===== src/rtl/regfile_dump.sv =====
// Register-file dump sequencer: reads NUM_REGS registers through a debug port and streams (idx, data) records.
// Optional running-XOR checksum output enabled by defining REGDUMP_CHECKSUM_EN.
module regfile_dump #(
  parameter int unsigned NUM_REGS = 32,
  parameter int unsigned DATA_W   = 32,
  parameter int unsigned IDX_W    = 5,
  parameter int unsigned RD_LAT   = 1
) (
  input  logic              clk,
  input  logic              rst_n,
  input  logic              start,
  output logic              rf_rd_en,
  output logic [IDX_W-1:0]  rf_rd_addr,
  input  logic [DATA_W-1:0] rf_rd_data,
  output logic              out_valid,
  input  logic              out_ready,
  output logic [IDX_W-1:0]  out_idx,
  output logic [DATA_W-1:0] out_data,
  output logic              out_last,
  output logic              busy,
  output logic              done
`ifdef REGDUMP_CHECKSUM_EN
  ,
  output logic [DATA_W-1:0] csum
`endif
);

  localparam logic [2:0] S_IDLE    = 3'd0;
  localparam logic [2:0] S_READ    = 3'd1;
  localparam logic [2:0] S_WAIT    = 3'd2;
  localparam logic [2:0] S_PRESENT = 3'd3;
  localparam logic [2:0] S_DONE    = 3'd4;

  localparam logic [IDX_W-1:0] LAST_IDX = IDX_W'(NUM_REGS - 1);
  localparam logic [2:0]       LAT_INIT = (RD_LAT > 0) ? 3'(RD_LAT - 1) : 3'd0;

  logic [2:0]        state;
  logic [IDX_W-1:0]  idx;
  logic [2:0]        lat_cnt;
  logic [DATA_W-1:0] rd_sel;
  logic              handshake;

  // $0 is hard-wired zero; the read is still issued so record timing stays uniform.
  always_comb begin
    rd_sel = rf_rd_data;
    if (idx == '0) rd_sel = '0;
  end

  assign handshake = out_valid && out_ready;

  always_ff @(posedge clk or negedge rst_n) begin
    if (!rst_n) begin
      state    <= S_IDLE;
      idx      <= '0;
      lat_cnt  <= '0;
      out_data <= '0;
    end else begin
      case (state)
        S_IDLE: begin
          if (start) begin
            state <= S_READ;
            idx   <= '0;
          end
        end
        S_READ: begin
          if (RD_LAT == 0) begin
            out_data <= rd_sel;
            state    <= S_PRESENT;
          end else begin
            lat_cnt <= LAT_INIT;
            state   <= S_WAIT;
          end
        end
        S_WAIT: begin
          if (lat_cnt == '0) begin
            out_data <= rd_sel;
            state    <= S_PRESENT;
          end else begin
            lat_cnt <= lat_cnt - 3'd1;
          end
        end
        S_PRESENT: begin
          if (out_ready) begin
            if (idx == LAST_IDX) begin
              state <= S_DONE;
            end else begin
              idx   <= idx + 1'b1;
              state <= S_READ;
            end
          end
        end
        S_DONE: begin
          state <= S_IDLE;
          idx   <= '0;
        end
        default: state <= S_IDLE;
      endcase
    end
  end

  assign rf_rd_en   = (state == S_READ);
  assign rf_rd_addr = idx;
  assign out_valid  = (state == S_PRESENT);
  assign out_idx    = idx;
  assign out_last   = (state == S_PRESENT) && (idx == LAST_IDX);
  assign busy       = (state == S_READ) || (state == S_WAIT) || (state == S_PRESENT);
  assign done       = (state == S_DONE);

`ifdef REGDUMP_CHECKSUM_EN
  always_ff @(posedge clk or negedge rst_n) begin
    if (!rst_n) begin
      csum <= '0;
    end else if (state == S_IDLE && start) begin
      csum <= '0;
    end else if (handshake) begin
      csum <= csum ^ out_data;
    end
  end
`else
  logic unused_hs;
  assign unused_hs = handshake;
`endif

endmodule


===== config.mk =====
export PLATFORM = sky130hd
export DESIGN_NAME = regfile_dump
export DESIGN_NICKNAME = d
export VERILOG_FILES = /design/src/rtl/regfile_dump.sv
export SDC_FILE = /design/constraint.sdc
export NUM_CORES = 1
export LEC_CHECK = 0
export ABC_AREA = 1
export BUFFER_PORTS_ARGS = -buffer_cell sky130_fd_sc_hd__buf_4
export CAP_MARGIN = 20
export CELL_PAD_IN_SITES_DETAIL_PLACEMENT = 1
export CELL_PAD_IN_SITES_GLOBAL_PLACEMENT = 2
export CORE_MARGIN = 3
export CORE_UTILIZATION = 29
export CTS_BUF_LIST = sky130_fd_sc_hd__clkbuf_4 sky130_fd_sc_hd__clkbuf_8 sky130_fd_sc_hd__clkbuf_16
export DETAILED_ROUTE_END_ITERATION = 10
export GPL_ROUTABILITY_DRIVEN = 1
export MAX_ROUTING_LAYER = met4
export PLACE_DENSITY_LB_ADDON = 0.1
export SYNTH_ARGS = -nofsm -noshare
export SYNTH_HDL_FRONTEND = slang
export SYNTH_SLANG_ARGS = --single-unit

===== constraint.sdc =====
create_clock -name clk -period 2.7 [get_ports clk]
set_clock_uncertainty 0.2 [all_clocks]
set_input_delay 0.81 -clock clk [delete_from_list [all_inputs] [get_ports clk]]
set_output_delay 0.81 -clock clk [all_outputs]
set_load 0.005 [all_outputs]

==> Word level (Yosys, flattened, before mapping) <==
Cells that the tools add are included.
{ "word_totals": {"register_bits": 43, "latch_bits": 0, "mem_bits_rw": 0, "mem_bits_ro": 0, "input_bits": 36, "wordCells": 40, "mem_count": 0} }
{ "classes": {"addsub": 2, "multipliers": 0, "div_mod_pow": 0, "n_lt_le_gt_ge": 0, "eq_ne": 10, "shifts": 0, "mux": 12, "bitwise": 0, "reduce_logical": 12} }
{ "ops": {"columns": ["operator", "n"], "rows": [
  ["32-bit 2-to-1 mux", 1],
  ["3-bit 2-to-1 mux", 5],
  ["5-bit 2-to-1 mux", 3],
  ["5-bit case mux with 3 select lines", 1],
  ["3-bit case mux with 4 select lines", 1],
  ["2-bit inequality test, second input constant", 4],
  ["3-bit by 2-bit equality test with 1-bit output, second input constant", 2],
  ["3-bit zero test", 2],
  ["3-bit case mux with 2 select lines", 1],
  ["5-bit by 1-bit adder with 5-bit output, second input constant", 1],
  ["5-bit equality test, second input constant", 1],
  ["5-bit zero test", 1],
  ["2-bit AND reduction", 2],
  ["4-bit AND reduction", 1],
  ["3-bit by 1-bit equality test with 1-bit output, second input constant", 1],
  ["3-bit equality test, second input constant", 1],
  ["3-bit AND reduction", 1],
  ["3-bit nonzero test", 1],
  ["3-bit by 1-bit subtractor with 3-bit output, second input constant", 1],
  ["1-bit logical OR", 2],
  ["2-bit by 1-bit inequality test with 1-bit output, second input constant", 1],
  ["2-bit nonzero test", 1],
  ["1-bit logical AND", 1]
]} }

==> Depth between registers and ports, before layout <==
Gate-level depths: netlist (run 1).
{ "logic_depth": {"ltp_word": 4, "mapped_depth": 11} }

==> Least setup slack after synthesis (run 1) <==
No wires, ideal clock.
{ "synth_path": {"kind": "reg2out", "start": "reg idx[0], in the netlist out_idx[0]", "end": "out out_last", "arrival_time_ns": 1.114, "path_slack_ns": 0.576, "path_stages_with_launch": 7, "path_cell_list": "dfrtp_1 ha_1 nand2_1 nor2_1 ha_1 inv_1 nor2_1"} }
{ "synth_via": {"elab_chain_cells": 2} }
{ "synth_lines": {"columns": ["element", "line_no", "source"], "rows": [
  ["from (decl)", "38", "logic [IDX_W-1:0] idx;"],
  ["from (signal assigned)", "87", "idx <= idx + 1'b1;"],
  ["5-bit equality test", "105", "assign out_last = (state == S_PRESENT) && (idx == LAST_IDX);"],
  ["1-bit logical AND", "105", null],
  ["to (decl)", "19", "output logic out_last,"]
]} }
No other way between the ends.

==> Final worst setup path (run 1) <==
Ends and elaborated chain as after synthesis.

==> flow_metrics.tcl, run 1 <==
set metrics [dict create \
    seq_power_share 0.372 \
    drc 0 \
    final_area_um2 2870 \
    gp_congestion 0.834 \
    total_power_mw 2.80 \
    cts_buffers 5 \
    r2r-start "lat_cnt[0]$_DFFE_PN0P_" \
    status "finished clean" \
    ant_nets 0 \
    cp_max_fo 4 \
    io_buffers 82 \
    drv_slew 0 \
    syn_inst 250 \
    whs_ns 0.291 \
    hold_violations 0 \
    p_sw_frac 0.402 \
    crit_start "out_idx[0]$_DFFE_PN0P_" \
    maxCapViolations 0 \
    dr.first_iter.drc_count 38 \
    hp-start "lat_cnt[2]$_DFFE_PN0P_" \
    io_pins 83 \
    p_switching_mw 1.13 \
    grt_start_max_net_pins 44 \
    dr.pass1.iters 4 \
    final_cell_mix "buf_4, nand2_1, dfrtp_1, nand3_1, o21ai_0" \
    start_util 0.306 \
    grt_pass1_wl_um 10200 \
    end_kind "output port" \
    die_h_um 91.3 \
    synth_nets 291 \
    core_area_um2 6910 \
    cellPowerDensity_nw_per_um2 977 \
    final_net_count 368 \
    n_antenna_cell 0 \
    period_needed_ns 2.56 \
    fin_cells 424 \
    clkLatencyLatePin_ns 0.30 \
    path_class "reg -> out" \
    clock_path_buffers 2 \
    design.die.area_um2 8340 \
    cts-root-buf "clkbuf_8" \
    crit_path_start_kind "flip-flop" \
    synth.avg_cell_area_um2 8.44 \
    placedCellCount 413 \
    worst_slew_pin_slew_ns 0.586 \
    clock_power_share 0.152 \
    drive_above_1_share 0.335 \
    finalWirelength_um 6170 \
    crit_required_ns 1.69 \
    synth.distinct_cells 23 \
    via_per_inst 4.57 \
    antenna_found_initial 0 \
    grt_pass1_vias 1995 \
    placed_area_um2 2750 \
    pwr-share-comb 0.476 \
    relSlewSlack 0.609 \
    hold_path_class "reg -> reg" \
    clk_pin_slew_ns 0.09 \
    cts.htree.levels 2 \
    wl_per_cell_um 14.5 \
    internal-power_mw 1.67 \
    ys_seq_area_frac 0.510 \
    num_rows 30 \
    p_leak_nw 1.58 \
    cts.sinks 43 \
    route.vias.total 1936 \
    fmax_mhz 391 \
    gr-total-overflow 0 \
    dp_hpwl_um 4280 \
    dieWidth_um 91.3 \
    finalCritPeriodShare 0.946 \
    cp.arrival_ns 1.55 \
    ir_worst_vdd_uv 390 \
    area_growth_pct 35.7 \
    ys_warn_count 0 \
    netlist_area_um2 2110 \
    finalSetupTns_ns 0 \
    ys_ff_latch 43 \
    layout_commonest_cell "buf_4" \
    cts_tree "done" \
    track_usage 0.156 \
    setup_violations 0 \
]
-- through the flow --
stage / setup slack [ns] / utilization
3_3_place_gp: 0.357 / 0.398
4_1_cts: 0.0147 / 0.411
2_1_floorplan: 0.576 / -
6_report: 0.145 / 0.415
3_5_place_dp: 0.328 / 0.398
5_1_grt: -0.00913 / 0.415
-- Yosys cell counts --
cell type  instances  area [um^2]
buf_6              3         33.8
clkbuf_1           3         11.3
dfrtp_1           43         1080
nor2_1            18         67.6
o21ai_0           36          180
nand3_1           40          200
nor2_4             1         11.3
nor3b_1            1         7.51
ha_1               5         62.6
a21oi_1            2         10.0
buf_2              3         15.0
nand2_2            3         18.8
nand4_1            1         6.26
nand3_4            1         17.5
buf_4              6         45.0
nor2_2             2         12.5
nor2_8             1         20.0
nor3_1             1         5.00
clkbuf_2           3         15.0
inv_2              2         7.51
nand3_2            1         10.0
nand2_1           57          214
inv_1             17         63.8
-- layout make-up --
| cell class | instances | area, um^2 |
|---|---|---|
| Clock inverter | 2 | 12.5 |
| Sequential cell | 43 | 1080 |
| Multi-Input combinational cell | 170 | 846 |
| Timing Repair Buffer | 88 | 661 |
| Fill cell | 883 | 4040 |
| Inverter | 19 | 71.3 |
| Clock buffer | 6 | 76.3 |
| Tap cell | 96 | 120 |
-- worst max-delay path, stage by stage, from the launching register on --
cell,delay [ns]
dfrtp_2,0.40
ha_1,0.17
nand2_1,0.07
nor2_1,0.11
ha_2,0.19
inv_1,0.06
nor2_1,0.12
buf_4,0.13
-- registers in the layout (all words and copies together), names as in the netlist --
register and cells:
out_data 32, state 3, out_idx 5, lat_cnt 3
-- metal layers --
layer	wire length, um	up-vias	GRT usage
met1	2800	927	0.199
met3	268	7	0.0373
met4	70	0	0.0415
met2	3030	43	0.250
li1	-	959	-
met5	0	-	-
-- kinds of logic (layout without fill, tap and decap cells) --
group                    Yosys count  count (layout)  share of synthesized area
AND/OR/NAND/NOR                  127             127                      0.280
flip-flops                        43              43                      0.510
AO/OA/AOI/OAI                     38              38                     0.0901
buffers and inverters             37             115                     0.0907
adder cells (fa/ha/maj)            5               5                     0.0296
-- worst paths after layout --
kind / slack (ns) / endpoint / cells past startpoint
worst max register to register: 0.67 / out_data[26]$_DFFE_PN0P_ / 7
worst min register to register: 0.29 / lat_cnt[2]$_DFFE_PN0P_ / 2
min in group asynchronous: 0.31 / state[2]$_DFFE_PN0P_ / 1
worst min-delay path: 0.29 / lat_cnt[2]$_DFFE_PN0P_ / 2
worst max-delay path: 0.14 / out_last / 7
max in group asynchronous: 1.58 / out_idx[0]$_DFFE_PN0P_ / 1
-- power by group through the flow --
stage | combinational [mW] | clock, mW | sequential [mW]
after global routing | 1.49 | 0.469 | 1.08
after global placement | 1.32 | 0 | 1.06
after CTS | 1.33 | 0.447 | 1.06
final | 1.33 | 0.425 | 1.04
after detailed placement | 1.32 | 0 | 1.07
after floorplan | 0.714 | 0 | 1.05
-- repair_timing --
action	in CTS	in global routing
endpoints found under the hold margin	0	0
setup endpoints to repair	1	1
setup buffers	0	3
gates cloned	0	0
gates resized for setup	1	2
hold buffers	0	0
(Power assumes the default switching activity.)
==> inputs of run 2 (changes only) <==
--- a/config.mk
+++ b/config.mk
@@ -10,6 +10,7 @@
 export CAP_MARGIN = 20
 export CELL_PAD_IN_SITES_DETAIL_PLACEMENT = 1
 export CELL_PAD_IN_SITES_GLOBAL_PLACEMENT = 2
+export CORE_ASPECT_RATIO = 1.75
 export CORE_MARGIN = 3
 export CORE_UTILIZATION = 29
 export CTS_BUF_LIST = sky130_fd_sc_hd__clkbuf_4 sky130_fd_sc_hd__clkbuf_8 sky130_fd_sc_hd__clkbuf_16
==> flow_metrics.tcl, run 2 (synthesis gave the netlist of run 1 again) <==
set metrics [dict create \
    status "finished clean" \
    drv_slew 0 \
    finalWirelength_um 6360 \
    setup_violations 0 \
    io_buffers 82 \
    cts-root-buf "clkbuf_16" \
    critPathCapture "out_last" \
    clk_pin_slew_ns 0.06 \
    dr.first_iter.drc_count 80 \
    pwr-share-comb 0.438 \
    relSlewSlack 0.614 \
    r2r_slack_ns 0.69 \
    hold_path_class "reg -> reg" \
    largest_reg_flops 32 \
    final_net_count 370 \
    cp_top_family "flip-flops" \
    maxCapViolations 0 \
    rr_endpoint "out_data[22]$_DFFE_PN0P_" \
    drive_above_1_share 0.342 \
    hold_violations 0 \
    cpPeakStageDelay_ns 0.40 \
    via_per_inst 4.79 \
    clock_path_buffers 2 \
    rsz0062_at_grt "no" \
    design.die.area_um2 8380 \
    cpMostUsedCell "ha_2" \
    cts_tree "done" \
    grt_pass1_wl_um 10600 \
    io_pins 83 \
    drc 0 \
    cp_max_fo 5 \
    dp_hpwl_um 4610 \
    p_leak_nw 1.63 \
    finalSetupTns_ns 0 \
    seq_power_share 0.335 \
    dieWidth_um 70.5 \
    final_cell_mix "buf_4, nand2_1, dfrtp_1, nand3_1, o21ai_0" \
    end_kind "output port" \
    cts.sinks 43 \
    cellPowerDensity_nw_per_um2 1050 \
    num_rows 40 \
    wl_per_cell_um 15.4 \
    p_switching_mw 1.16 \
    gr-total-overflow 0 \
    p_sw_frac 0.372 \
    start_util 0.303 \
    crit_slowest_cell "dfrtp_2" \
    regMostFlops "out_data" \
    gp_congestion 0.764 \
    route.vias.total 1985 \
    crit_path_start_kind "flip-flop" \
    layout_commonest_cell "buf_4" \
    cp_num_cells 7 \
    clock_power_share 0.227 \
    period_needed_ns 2.56 \
    ir_worst_vdd_uv 524 \
    crit_start "out_idx[0]$_DFFE_PN0P_" \
    grt_pass1_vias 2107 \
    clkLatencyLatePin_ns 0.28 \
    n_antenna_cell 0 \
    r2r_cells 7 \
    worst_slew_pin_slew_ns 0.579 \
    fmax_mhz 391 \
    cp.arrival_ns 1.55 \
    worstPathCellList "ha_2 -> nand2_1 -> nor2_1 -> ha_2 -> inv_1 -> nor2_2 -> buf_4" \
    antenna_found_initial 0 \
    cts.htree.levels 2 \
    area_growth_pct 40.0 \
    fillers 840 \
    core_area_um2 6960 \
    crit_required_ns 1.69 \
    finalCritPeriodShare 0.948 \
    cts_buffers 5 \
    track_usage 0.164 \
    r2r-start "out_idx[0]$_DFFE_PN0P_" \
    dr.pass1.iters 4 \
    path_class "reg -> out" \
    ant_nets 0 \
    grt_start_max_net_pins 44 \
    die_h_um 119 \
    finalWorstSetupSlack_ns 0.141 \
    post-place-ws_ns 0.307 \
    internal-power_mw 1.96 \
    crit_buf_inv 2 \
]
[run 2: cell types whose count changed in the layout (fill, tap and decap cells not counted), sizes merged]
cell	delta
clkinvlp	-1
bufinv	+1
buf	+2
[run 2: final cells by class]
cell class                      instances  area, um^2  area share
Clock inverter                          2        35.0      0.0119
Clock buffer                            6         139      0.0470
Inverter                               19        71.3      0.0241
Multi-Input combinational cell        170         851       0.288
Tap cell                               84         105      0.0356
Timing Repair Buffer                   90         676       0.229
Sequential cell                        43        1080       0.365
[run 2: power by group through the flow]
stage	Clock, mW	Sequential, mW	Combinational, mW
3_3_place_gp	0	1.05	1.37
4_1_cts	0.733	1.05	1.39
6_report	0.707	1.04	1.37
2_1_floorplan	0	1.05	0.714
3_5_place_dp	0	1.06	1.39
5_1_grt	0.757	1.08	1.54
[run 2: how the worst min path moves through the flow]
stage          depth (start not counted)  slack [ns]                    start                       to
3_3_place_gp                           2        0.27   lat_cnt[2]$_DFFE_PN0P_   lat_cnt[2]$_DFFE_PN0P_
2_1_floorplan                          2        0.25   lat_cnt[1]$_DFFE_PN0P_   lat_cnt[1]$_DFFE_PN0P_
6_report                               2        0.28   lat_cnt[2]$_DFFE_PN0P_   lat_cnt[2]$_DFFE_PN0P_
3_5_place_dp                           2        0.27   lat_cnt[2]$_DFFE_PN0P_   lat_cnt[2]$_DFFE_PN0P_
5_1_grt                                2        0.34  out_data[8]$_DFFE_PN0P_  out_data[8]$_DFFE_PN0P_
4_1_cts                                2        0.29   lat_cnt[2]$_DFFE_PN0P_   lat_cnt[2]$_DFFE_PN0P_
[run 2: worst min-delay path, delay by kind of cell (launching register included)]
| kind | cells | cell delay, ns |
|---|---|---|
| compound gates | 1 | 0.06 |
| flops | 1 | 0.34 |
| simple gates | 1 | 0.05 |
[run 2: per-layer routing]
metal	up-vias	routed length (um)	GRT usage
met5	-	0	-
met4	0	155	0.0647
met3	10	329	0.0346
met2	55	3450	0.293
met1	959	2420	0.174
li1	961	-	-
[run 2: repair_timing]
action	4_1_cts	5_1_grt
buffers inserted	0	2
hold buffers	0	0
endpoints found under the setup margin	1	1
pin swaps	0	0
gates resized for setup	1	3
[run 2: per-stage QoR]
| stage | instances | power (mW) | area (um^2) | utilization | hold slack (ns) |
|---|---|---|---|---|---|
| global route | 414 | 3.38 | 2950 | 0.425 | 0.343 |
| finish | 414 | 3.12 | 2950 | 0.425 | 0.281 |
| detailed placement | 404 | 2.45 | 2760 | 0.396 | 0.273 |
| floorplan | 250 | 1.76 | 2110 | - | 0.253 |
| CTS | 412 | 3.18 | 2930 | 0.421 | 0.288 |
| global placement | 404 | 2.42 | 2760 | 0.396 | 0.269 |
